File: src/rtl/irq_priority_encoder_4x2.sv
// Sequential 4-to-2 interrupt priority encoder.
// Sticky pending capture, masked selection, held valid/ack presentation.
module irq_priority_encoder_4x2 #(
  parameter int N_REQ  = 4,
  parameter int CODE_W = 2
) (
  input  logic              clk,
  input  logic              rst_n,
  input  logic [N_REQ-1:0]  req,
  input  logic [N_REQ-1:0]  mask,
  input  logic              ack,
  input  logic              clr_lost,
  output logic [CODE_W-1:0] enc_code,
  output logic              enc_valid,
  output logic [N_REQ-1:0]  pending,
  output logic              lost
);

  typedef enum logic {
    IDLE,
    PRESENT
  } state_t;

  state_t             state;
  logic [N_REQ-1:0]   req_q;
  logic [N_REQ-1:0]   rise;
  logic [N_REQ-1:0]   sel;
  logic [N_REQ-1:0]   clr_vec;
  logic [N_REQ-1:0]   pending_n;
  logic [CODE_W-1:0]  sel_code;
  logic               take;
  logic               lost_set;

  assign rise = req & ~req_q;
  assign sel  = pending & mask;
  assign take = (state == PRESENT) && ack;

  always_comb begin
    sel_code = '0;
    if (sel[3])      sel_code = 2'd3;
    else if (sel[2]) sel_code = 2'd2;
    else if (sel[1]) sel_code = 2'd1;
    else if (sel[0]) sel_code = 2'd0;
  end

  always_comb begin
    clr_vec = '0;
    if (take) clr_vec[enc_code] = 1'b1;
  end

  // A new edge wins over a coincident ack-clear and is not counted as lost
  assign pending_n = (pending & ~clr_vec) | rise;
  assign lost_set  = |(rise & pending & ~clr_vec);

  always_ff @(posedge clk or negedge rst_n) begin
    if (!rst_n) begin
      req_q   <= '0;
      pending <= '0;
      lost    <= 1'b0;
    end else begin
      req_q   <= req;
      pending <= pending_n;
      if (lost_set)      lost <= 1'b1;
      else if (clr_lost) lost <= 1'b0;
    end
  end

  always_ff @(posedge clk or negedge rst_n) begin
    if (!rst_n) begin
      state     <= IDLE;
      enc_code  <= '0;
      enc_valid <= 1'b0;
    end else begin
      unique case (state)
        IDLE: begin
          if (|sel) begin
            enc_code  <= sel_code;
            enc_valid <= 1'b1;
            state     <= PRESENT;
          end
        end
        PRESENT: begin
          if (ack) begin
            enc_valid <= 1'b0;
            state     <= IDLE;
          end
        end
        default: begin
          enc_valid <= 1'b0;
          state     <= IDLE;
        end
      endcase
    end
  end

endmodule

File: config.mk
export PLATFORM = sky130hd
export DESIGN_NAME = irq_priority_encoder_4x2
export DESIGN_NICKNAME = d
export VERILOG_FILES = /design/src/rtl/irq_priority_encoder_4x2.sv
export SDC_FILE = /design/constraint.sdc
export NUM_CORES = 1
export LEC_CHECK = 0
export ABC_AREA = 1
export CAP_MARGIN = 20
export CORE_MARGIN = 10
export CORE_UTILIZATION = 46
export DETAILED_ROUTE_END_ITERATION = 16
export GPL_TIMING_DRIVEN = 0
export PLACE_DENSITY_LB_ADDON = 0.08
export SYNTH_ARGS = -nofsm -noshare
export SYNTH_HDL_FRONTEND = slang
export SYNTH_SLANG_ARGS = --single-unit
File: constraint.sdc
create_clock -name clk -period 1.8 [get_ports clk]
set_clock_uncertainty 0.05 [all_clocks]
set_input_delay 0.27 -clock clk [delete_from_list [all_inputs] [get_ports clk]]
set_output_delay 0.27 -clock clk [all_outputs]
set_load 0.01 [all_outputs]
==> impl_metrics.csv, run 1 <==
group,metric,value,unit
run_status,status,"completed",
die,rows,12,
logic_synthesis,synth_commonest_cells,"30 x nand2_1, 14 x inv_1, 13 x dfrtp_1",
power_and_ir_drop,total_power,1.20,mW
worst_setup_path,critPathLaunchType,"flip-flop",
logic_synthesis,yosysSeqAreaShare,0.545,
global_routing,antenna_found_initial,0,
worst_setup_path,worst_setup_path_end_kind,"output pin",
power_and_ir_drop,leakagePower,0.454,nW
global_routing,grt_pass1_vias,519,
logic_synthesis,yosysTopAreaCellShare,0.545,
placement,gp_routability_congestion,0.791,
detailed_routing,ant_nets,0,
sta,finalSetupViolations,0,
worst_setup_path,crit_type,"reg2out",
logic_synthesis,async_flop_share,1.00,
clocking,cts_tree,"done",
clocking,holdBufCountCts,0,
placement,port_buffers,19,
clocking,cts.sinks,13,
detailed_routing,wire_per_inst,11.1,microns
detailed_routing,drt_iter0_markers,5,
cells_and_area,syn_to_final_growth,39.2,%
worst_setup_path,cp_max_fo,5,
die,die_area,0.00314,sq mm
logic_synthesis,syn_area,597,sq um
cells_and_area,final_util,0.709,
global_routing,track_usage,0.0859,
sta,min_period,1.57,ns
run,cap_violations,0,
sta,drv_slew,0,
logic_synthesis,ys_top_cells_by_area,"dfrtp_1 55%, nand2_1 19%, inv_1 8.8%",
die,io_pins,20,
logic_synthesis,yosysTopAreaCell,"dfrtp_1",
detailed_routing,num_vias,549,
cells_and_area,postLayoutCellArea,831,sq um
global_routing,grt_max_degree,14,
worst_setup_path,path_cells,"clkdlybuf4s50_1",
clocking,h-tree-depth,1,
detailed_routing,drc,0,
detailed_routing,vias_per_cell,4.77,
logic_synthesis,ys_seq_elements,13,
clocking,cts_buffer_depth,2,
power_and_ir_drop,p_per_area,1450,mW/mm^2
worst_setup_path,worstPathArrival,1.25,ns
global_routing,gr-total-overflow,0,
worst_setup_path,cp_num_buf_inv,1,
clocking,numCtsBuffers,3,
worst_setup_path,cp_slowest_cell,"clkdlybuf4s50_1",
cells_and_area,final_nets,114,
die,core,0.00117,sq mm
sta,tightest_slew,0.575,ns
logic_synthesis,synthCells,78,
hold_path,hold_path.class,"in2async",
clocking,postCtsSetupBuffers,0,
placement,dp_slack,0.404,ns
global_routing,grt_pass1_wl,2240,microns
sta,setup_slack,0.231,ns
die,die_y,56.0,microns
worst_setup_path,crit_family,"buffers and inverters",
clocking,cts-resized-gates,0,
worst_setup_path,cp_slowest_stage_delay,0.56,ns
die,start_util,0.510,
logic_synthesis,synth_edf_count,0,
cells_and_area,diodes,0,
sta,hold_viol,0,
sta,max_slew_margin,0.616,
worst_setup_path,worstPathRequired,1.48,ns
clocking,cts_root_buf,"clkbuf_4",
logic_synthesis,synth_nets,90,
placement,post_dp_cell_area,805,sq um
logic_synthesis,ys_types,11,
power_and_ir_drop,vdd_drop_max,1.13,mV
logic_synthesis,ys_warn_count,0,
logic_synthesis,yosys.cell_count.top_type,"nand2_1",
sta,fmax,637,MHz
sta,grt_setup_unrepaired,"no",
sta,min_period_over_period,0.872,
logic_synthesis,synthFlopType,"dfrtp_1",
clocking,path_clk_slew,0.08,ns
die,die_w,56.0,microns
placement,dp_hpwl,1030,microns
detailed_routing,dr.pass1.iters,4,
sta,tns,0,ns
clocking,clock_latency,0.28,ns
cells_and_area,layout-drive-gt1-share,0.0891,
detailed_routing,wl,1270,microns
logic_synthesis,avgSynthCellArea,7.65,sq um
## final cells by class
class / count / area (sq um)
fillers: 104 / 340
repair buffers: 19 / 190
well taps: 14 / 17.5
multi-input cells: 50 / 215
inverters: 15 / 56.3
flip-flops and latches: 13 / 325
clock buffers: 4 / 26.3
## final timing paths
path / from / end / slack, ns / depth (start not counted)
max: enc_code[0] / enc_code[0] / 0.23 / 1
min in group clk: req[3] / req_q[3] / 0.40 / 1
max reg2reg: pending[3] / enc_code[0] / 0.79 / 6
max in group asynchronous: rst_n / state / 1.02 / 1
min: rst_n / lost / 0.31 / 1
min reg2reg: req_q[2] / pending[2] / 0.45 / 3
## layout by cell type (no fill, tap or decap)
cell type	synthesis	layout
nand2_1	30	30
dfrtp_1	13	13
inv_2	1	1
nand3_1	3	3
clkbuf_4	0	3
clkbuf_1	0	1
nor2_1	7	7
o21ai_1	2	2
inv_1	14	14
nand2_2	5	5
nand3b_1	1	1
clkdlybuf4s50_1	0	19
o21ai_0	1	1
o211ai_1	1	1
## stage by stage
stage / hold slack [ns] / cells
after floorplan: -0.0756 / 78
after global placement: 0.436 / 111
after detailed placement: 0.434 / 111
after CTS: 0.332 / 115
after global routing: 0.333 / 115
final: 0.306 / 115
## power by group
part | switching (mW) | internal (mW)
Combinational | 0.270 | 0.271
Sequential | 0.0848 | 0.393
Clock | 0.0976 | 0.0859
## state kept, by name, indices dropped and copies added, names as in the netlist
name,count
state,1
enc_code,2
pending,4
lost,1
enc_valid,1
req_q,4
## per-layer routing
layer  GRT usage  part of all wire
met1      0.0977              0.45
met2       0.131              0.45
met3      0.0410             0.082
met4      0.0410             0.013
met5           0                 0
## cell families (layout without fill, tap and decap cells)
family,after synthesis,in the layout,synth area share
AOI/OAI and AO/OA,4,4,0.0377
and+or+nand+nor,46,46,0.323
buffers and inverters,15,38,0.0943
DFF,13,13,0.545
(Power assumes the default switching activity.)
==> run 2: changes to the inputs <==
MAX_ROUTING_LAYER = met4   (was default)
PLACE_DENSITY = 0.81   (was default)
PLACE_DENSITY_LB_ADDON = default   (was 0.08)
==> impl_metrics.csv, run 2 (synthesis gave the netlist of run 1 again) <==
group,metric,value,unit
hold_path,hold_path.class,"in2async",
sta,min_period,1.60,ns
worst_setup_path,worstPathArrival,1.28,ns
die,io_pins,20,
cells_and_area,layout-drive-gt1-share,0.0891,
power_and_ir_drop,vdd_drop_max,0.790,mV
cells_and_area,syn_to_final_growth,39.2,%
clocking,h-tree-depth,1,
worst_setup_path,critPathLaunchType,"flip-flop",
worst_setup_path,r2r-end,"enc_code[0]",
power_and_ir_drop,leakagePower,0.454,nW
die,die_y,56.0,microns
die,core,0.00117,sq mm
detailed_routing,drt_iter0_markers,9,
worst_setup_path,reg2reg_from,"pending[2]",
global_routing,grt_pass1_vias,503,
worst_setup_path,cp_max_fo,5,
worst_setup_path,cp_num_buf_inv,1,
cells_and_area,diodes,0,
run,cap_violations,0,
clocking,holdBufCountCts,0,
worst_setup_path,r2r_cells,6,
global_routing,antenna_found_initial,0,
detailed_routing,dr.pass1.iters,4,
detailed_routing,vias_per_cell,4.67,
worst_setup_path,crit_type,"reg2out",
placement,port_buffers,19,
cells_and_area,final_cell_mix,"30 x nand2_1, 19 x clkdlybuf4s50_1, 14 x inv_1",
detailed_routing,drc,0,
clocking,cts-resized-gates,0,
sta,fmax,626,MHz
global_routing,use_met3,0.0273,
clocking,cts_buffer_depth,2,
die,die_area,0.00314,sq mm
sta,max_slew_margin,0.613,
cells_and_area,final_util,0.709,
worst_setup_path,cp_slowest_stage_delay,0.57,ns
worst_setup_path,worstPathRequired,1.48,ns
global_routing,grt.busiest_layer,"met2",
cells_and_area,fillerInstances,104,
clocking,cts_tree,"done",
sta,tightest_slew,0.579,ns
worst_setup_path,path_cells,"clkdlybuf4s50_1",
clocking,clock_latency,0.27,ns
clocking,postCtsSetupBuffers,0,
global_routing,use_met1,0.106,
detailed_routing,num_vias,537,
worst_setup_path,cp_slowest_cell,"clkdlybuf4s50_1",
die,die_w,56.0,microns
global_routing,grt_max_degree,14,
cells_and_area,final_common_cell,"nand2_1",
worst_setup_path,r2r_setup_slack,0.78,ns
die,rows,12,
cells_and_area,final_nets,114,
detailed_routing,wl,1330,microns
global_routing,grt_pass1_wl,2260,microns
detailed_routing,ant_nets,0,
sta,hold_viol,0,
global_routing,met2_usage,0.132,
clocking,cts_root_buf,"clkbuf_4",
sta,drv_slew,0,
placement,dp_hpwl,1070,microns
detailed_routing,wire_per_inst,11.6,microns
sta,finalSetupViolations,0,
clocking,numCtsBuffers,3,
clocking,path_clk_slew,0.07,ns
global_routing,gr-total-overflow,0,
worst_setup_path,cp-startpoint,"enc_code[0]",
clocking,cts.sinks,13,
worst_setup_path,worst_setup_path_end_kind,"output pin",
die,start_util,0.510,
worst_setup_path,crit_family,"buffers and inverters",
cells_and_area,reg_top3,"pending (4), req_q (4), enc_code (2)",
sta,min_period_over_period,0.888,
power_and_ir_drop,p_per_area,1450,mW/mm^2
placement,gp_routability_congestion,0.791,
sta,tns,0,ns
global_routing,track_usage,0.0906,
run_status,status,"completed",
sta,grt_setup_unrepaired,"no",
==> run 2: how the worst max path moves through the flow <==
stage | slack (ns) | depth (start not counted) | end
after floorplan | 0.83 | 6 | lost
after global placement | 0.41 | 8 | lost
after detailed placement | 0.40 | 8 | lost
after CTS | 0.19 | 1 | enc_code[0]
after global routing | 0.14 | 1 | enc_code[0]
final | 0.20 | 1 | enc_code[0]
==> run 2: area by class of cell <==
cell class / count / area, sq um / area share
sequential: 13 / 325 / 0.392
multi-input combinational: 50 / 215 / 0.259
timing repair buffer: 19 / 190 / 0.229
inverter: 15 / 56.3 / 0.0678
clock buffer: 4 / 26.3 / 0.0316
tap: 14 / 17.5 / 0.0211
==> run 2: layer usage <==
layer	vias to the layer above	wire, microns
met5	-	0
met4	0	31
met3	5	63
met2	16	628
met1	238	609
li1	278	-
==> run 2: per-stage QoR <==
stage                     area (sq um)  setup WS [ns]  hold WS (ns)  cells  power, mW
final                              831          0.202         0.311    115       1.21
after global routing               831          0.139         0.341    115       1.32
after CTS                          831          0.187         0.324    115       1.22
after detailed placement           805          0.397         0.442    111       1.04
after global placement             805          0.407         0.433    111       1.02
after floorplan                    597          0.828       -0.0756     78      0.770
==> run 2: where the power goes <==
group / switching (mW) / internal [mW]
combinational: 0.272 / 0.271
clock: 0.0903 / 0.0860
sequential: 0.0941 / 0.393
==> run 3: changes to the inputs <==
--- a/config.mk
+++ b/config.mk
@@ -11,5 +11,4 @@
 export CORE_UTILIZATION = 46
 export DETAILED_ROUTE_END_ITERATION = 16
-export GPL_TIMING_DRIVEN = 0
 export MAX_ROUTING_LAYER = met4
 export PLACE_DENSITY = 0.81
--- a/constraint.sdc
+++ b/constraint.sdc
@@ -3,3 +3,3 @@
 set_input_delay 0.27 -clock clk [delete_from_list [all_inputs] [get_ports clk]]
 set_output_delay 0.27 -clock clk [all_outputs]
-set_load 0.01 [all_outputs]
+set_load 0.05 [all_outputs]
==> impl_metrics.csv, run 3 (synthesis gave the netlist of run 1 again) <==
group,metric,value,unit
detailed_routing,dr.pass1.iters,4,
global_routing,antenna_found_initial,0,
detailed_routing,ant_nets,0,
worst_setup_path,crit_type,"reg2out",
cells_and_area,fillerInstances,110,
detailed_routing,wl,1300,microns
run_status,status,"completed",
cells_and_area,diodes,0,
placement,dp_hpwl,1060,microns
cells_and_area,syn_to_final_growth,35.8,%
power_and_ir_drop,leakagePower,0.458,nW
detailed_routing,drc,0,
sta,min_period_over_period,0.693,
worst_setup_path,path_cells,"buf_4",
cells_and_area,final_nets,114,
cells_and_area,final_common_cell,"nand2_1",
cells_and_area,final_util,0.692,
worst_setup_path,cp_slowest_cell,"dfrtp_1",
worst_setup_path,cp_max_fo,5,
clocking,clock_latency,0.27,ns
run,cap_violations,0,
sta,hold_viol,0,
worst_setup_path,worst_setup_path_end_kind,"output pin",
worst_setup_path,worstPathArrival,0.93,ns
worst_setup_path,worstPathRequired,1.48,ns
sta,tightest_slew,0.564,ns
clocking,path_clk_slew,0.08,ns
global_routing,grt_max_degree,14,
worst_setup_path,critPathLaunchType,"flip-flop",
die,die_area,0.00314,sq mm
power_and_ir_drop,p_per_area,1770,mW/mm^2
placement,port_buffers,19,
die,core,0.00117,sq mm
clocking,numCtsBuffers,3,
global_routing,grt_pass1_vias,470,
sta,tns,0,ns
worst_setup_path,crit_family,"flip-flops",
die,die_y,56.0,microns
cells_and_area,reg_top3,"pending (4), req_q (4), enc_code (2)",
die,io_pins,20,
clocking,postCtsSetupBuffers,0,
detailed_routing,drt_iter0_markers,3,
die,die_w,56.0,microns
die,rows,12,
cells_and_area,postLayoutCellArea,811,sq um
clocking,h-tree-depth,1,
hold_path,hold_path.class,"in2async",
cells_and_area,final_cell_mix,"30 x nand2_1, 14 x inv_1, 13 x dfrtp_1",
clocking,cts_root_buf,"clkbuf_4",
detailed_routing,wire_per_inst,11.3,microns
worst_setup_path,cp_slowest_stage_delay,0.43,ns
detailed_routing,vias_per_cell,4.49,
placement,gp_routability_congestion,0.757,
die,start_util,0.510,
global_routing,gr-total-overflow,0,
clocking,cts.sinks,13,
power_and_ir_drop,total_power,1.44,mW
worst_setup_path,cp_num_buf_inv,1,
placement,post_dp_cell_area,785,sq um
sta,max_slew_margin,0.623,
clocking,cts-resized-gates,0,
global_routing,grt_pass1_wl,2140,microns
cells_and_area,layout-drive-gt1-share,0.168,
power_and_ir_drop,vdd_drop_max,1.12,mV
sta,min_period,1.25,ns
clocking,cts_tree,"done",
clocking,cts_buffer_depth,2,
sta,fmax,802,MHz
detailed_routing,num_vias,516,
clocking,holdBufCountCts,0,
sta,finalSetupViolations,0,
global_routing,track_usage,0.0839,
sta,grt_setup_unrepaired,"no",
sta,drv_slew,0,
## run 3: layout make-up
type / instances / area, sq um / share of cell area
clock buffer: 4 / 26.3 / 0.0324
inverter: 15 / 56.3 / 0.0694
multi-input combinational: 50 / 215 / 0.265
sequential: 13 / 325 / 0.401
tap: 14 / 17.5 / 0.0216
timing repair buffer: 19 / 170 / 0.210
## run 3: stage by stage
stage / worst slack (ns) / instances / hold WS (ns)
2_1_floorplan: 0.551 / 78 / -0.0756
4_1_cts: 0.555 / 115 / 0.333
5_1_grt: 0.501 / 115 / 0.343
3_3_place_gp: 0.427 / 111 / 0.436
3_5_place_dp: 0.409 / 111 / 0.449
6_report: 0.553 / 115 / 0.310
## run 3: path summary, 6_finish.rpt
| kind | to | startpoint | slack (ns) | cells past startpoint |
|---|---|---|---|---|
| worst max-delay path | pending[1] | pending[1] | 0.55 | 1 |
| worst min-delay path | state | rst_n | 0.31 | 1 |
| worst max register to register | enc_code[0] | pending[2] | 0.77 | 6 |
| worst min register to register | pending[2] | req_q[2] | 0.45 | 3 |
| max in group asynchronous | pending[1] | rst_n | 1.02 | 1 |
| min in group clk | req_q[0] | req[0] | 0.42 | 1 |
## run 3: per-layer routing
metal	GRT usage	vias to the layer above	routed length [microns]
li1	-	276	-
met1	0.107	221	656
met2	0.120	17	585
met3	0.0342	2	44
met4	0.0205	0	9
met5	-	-	0
## run 3: power breakdown
part           internal, mW  leakage (nW)  switching (mW)
Clock                0.0857        0.0150          0.0922
Combinational         0.239         0.300           0.529
Sequential            0.393         0.143          0.0976
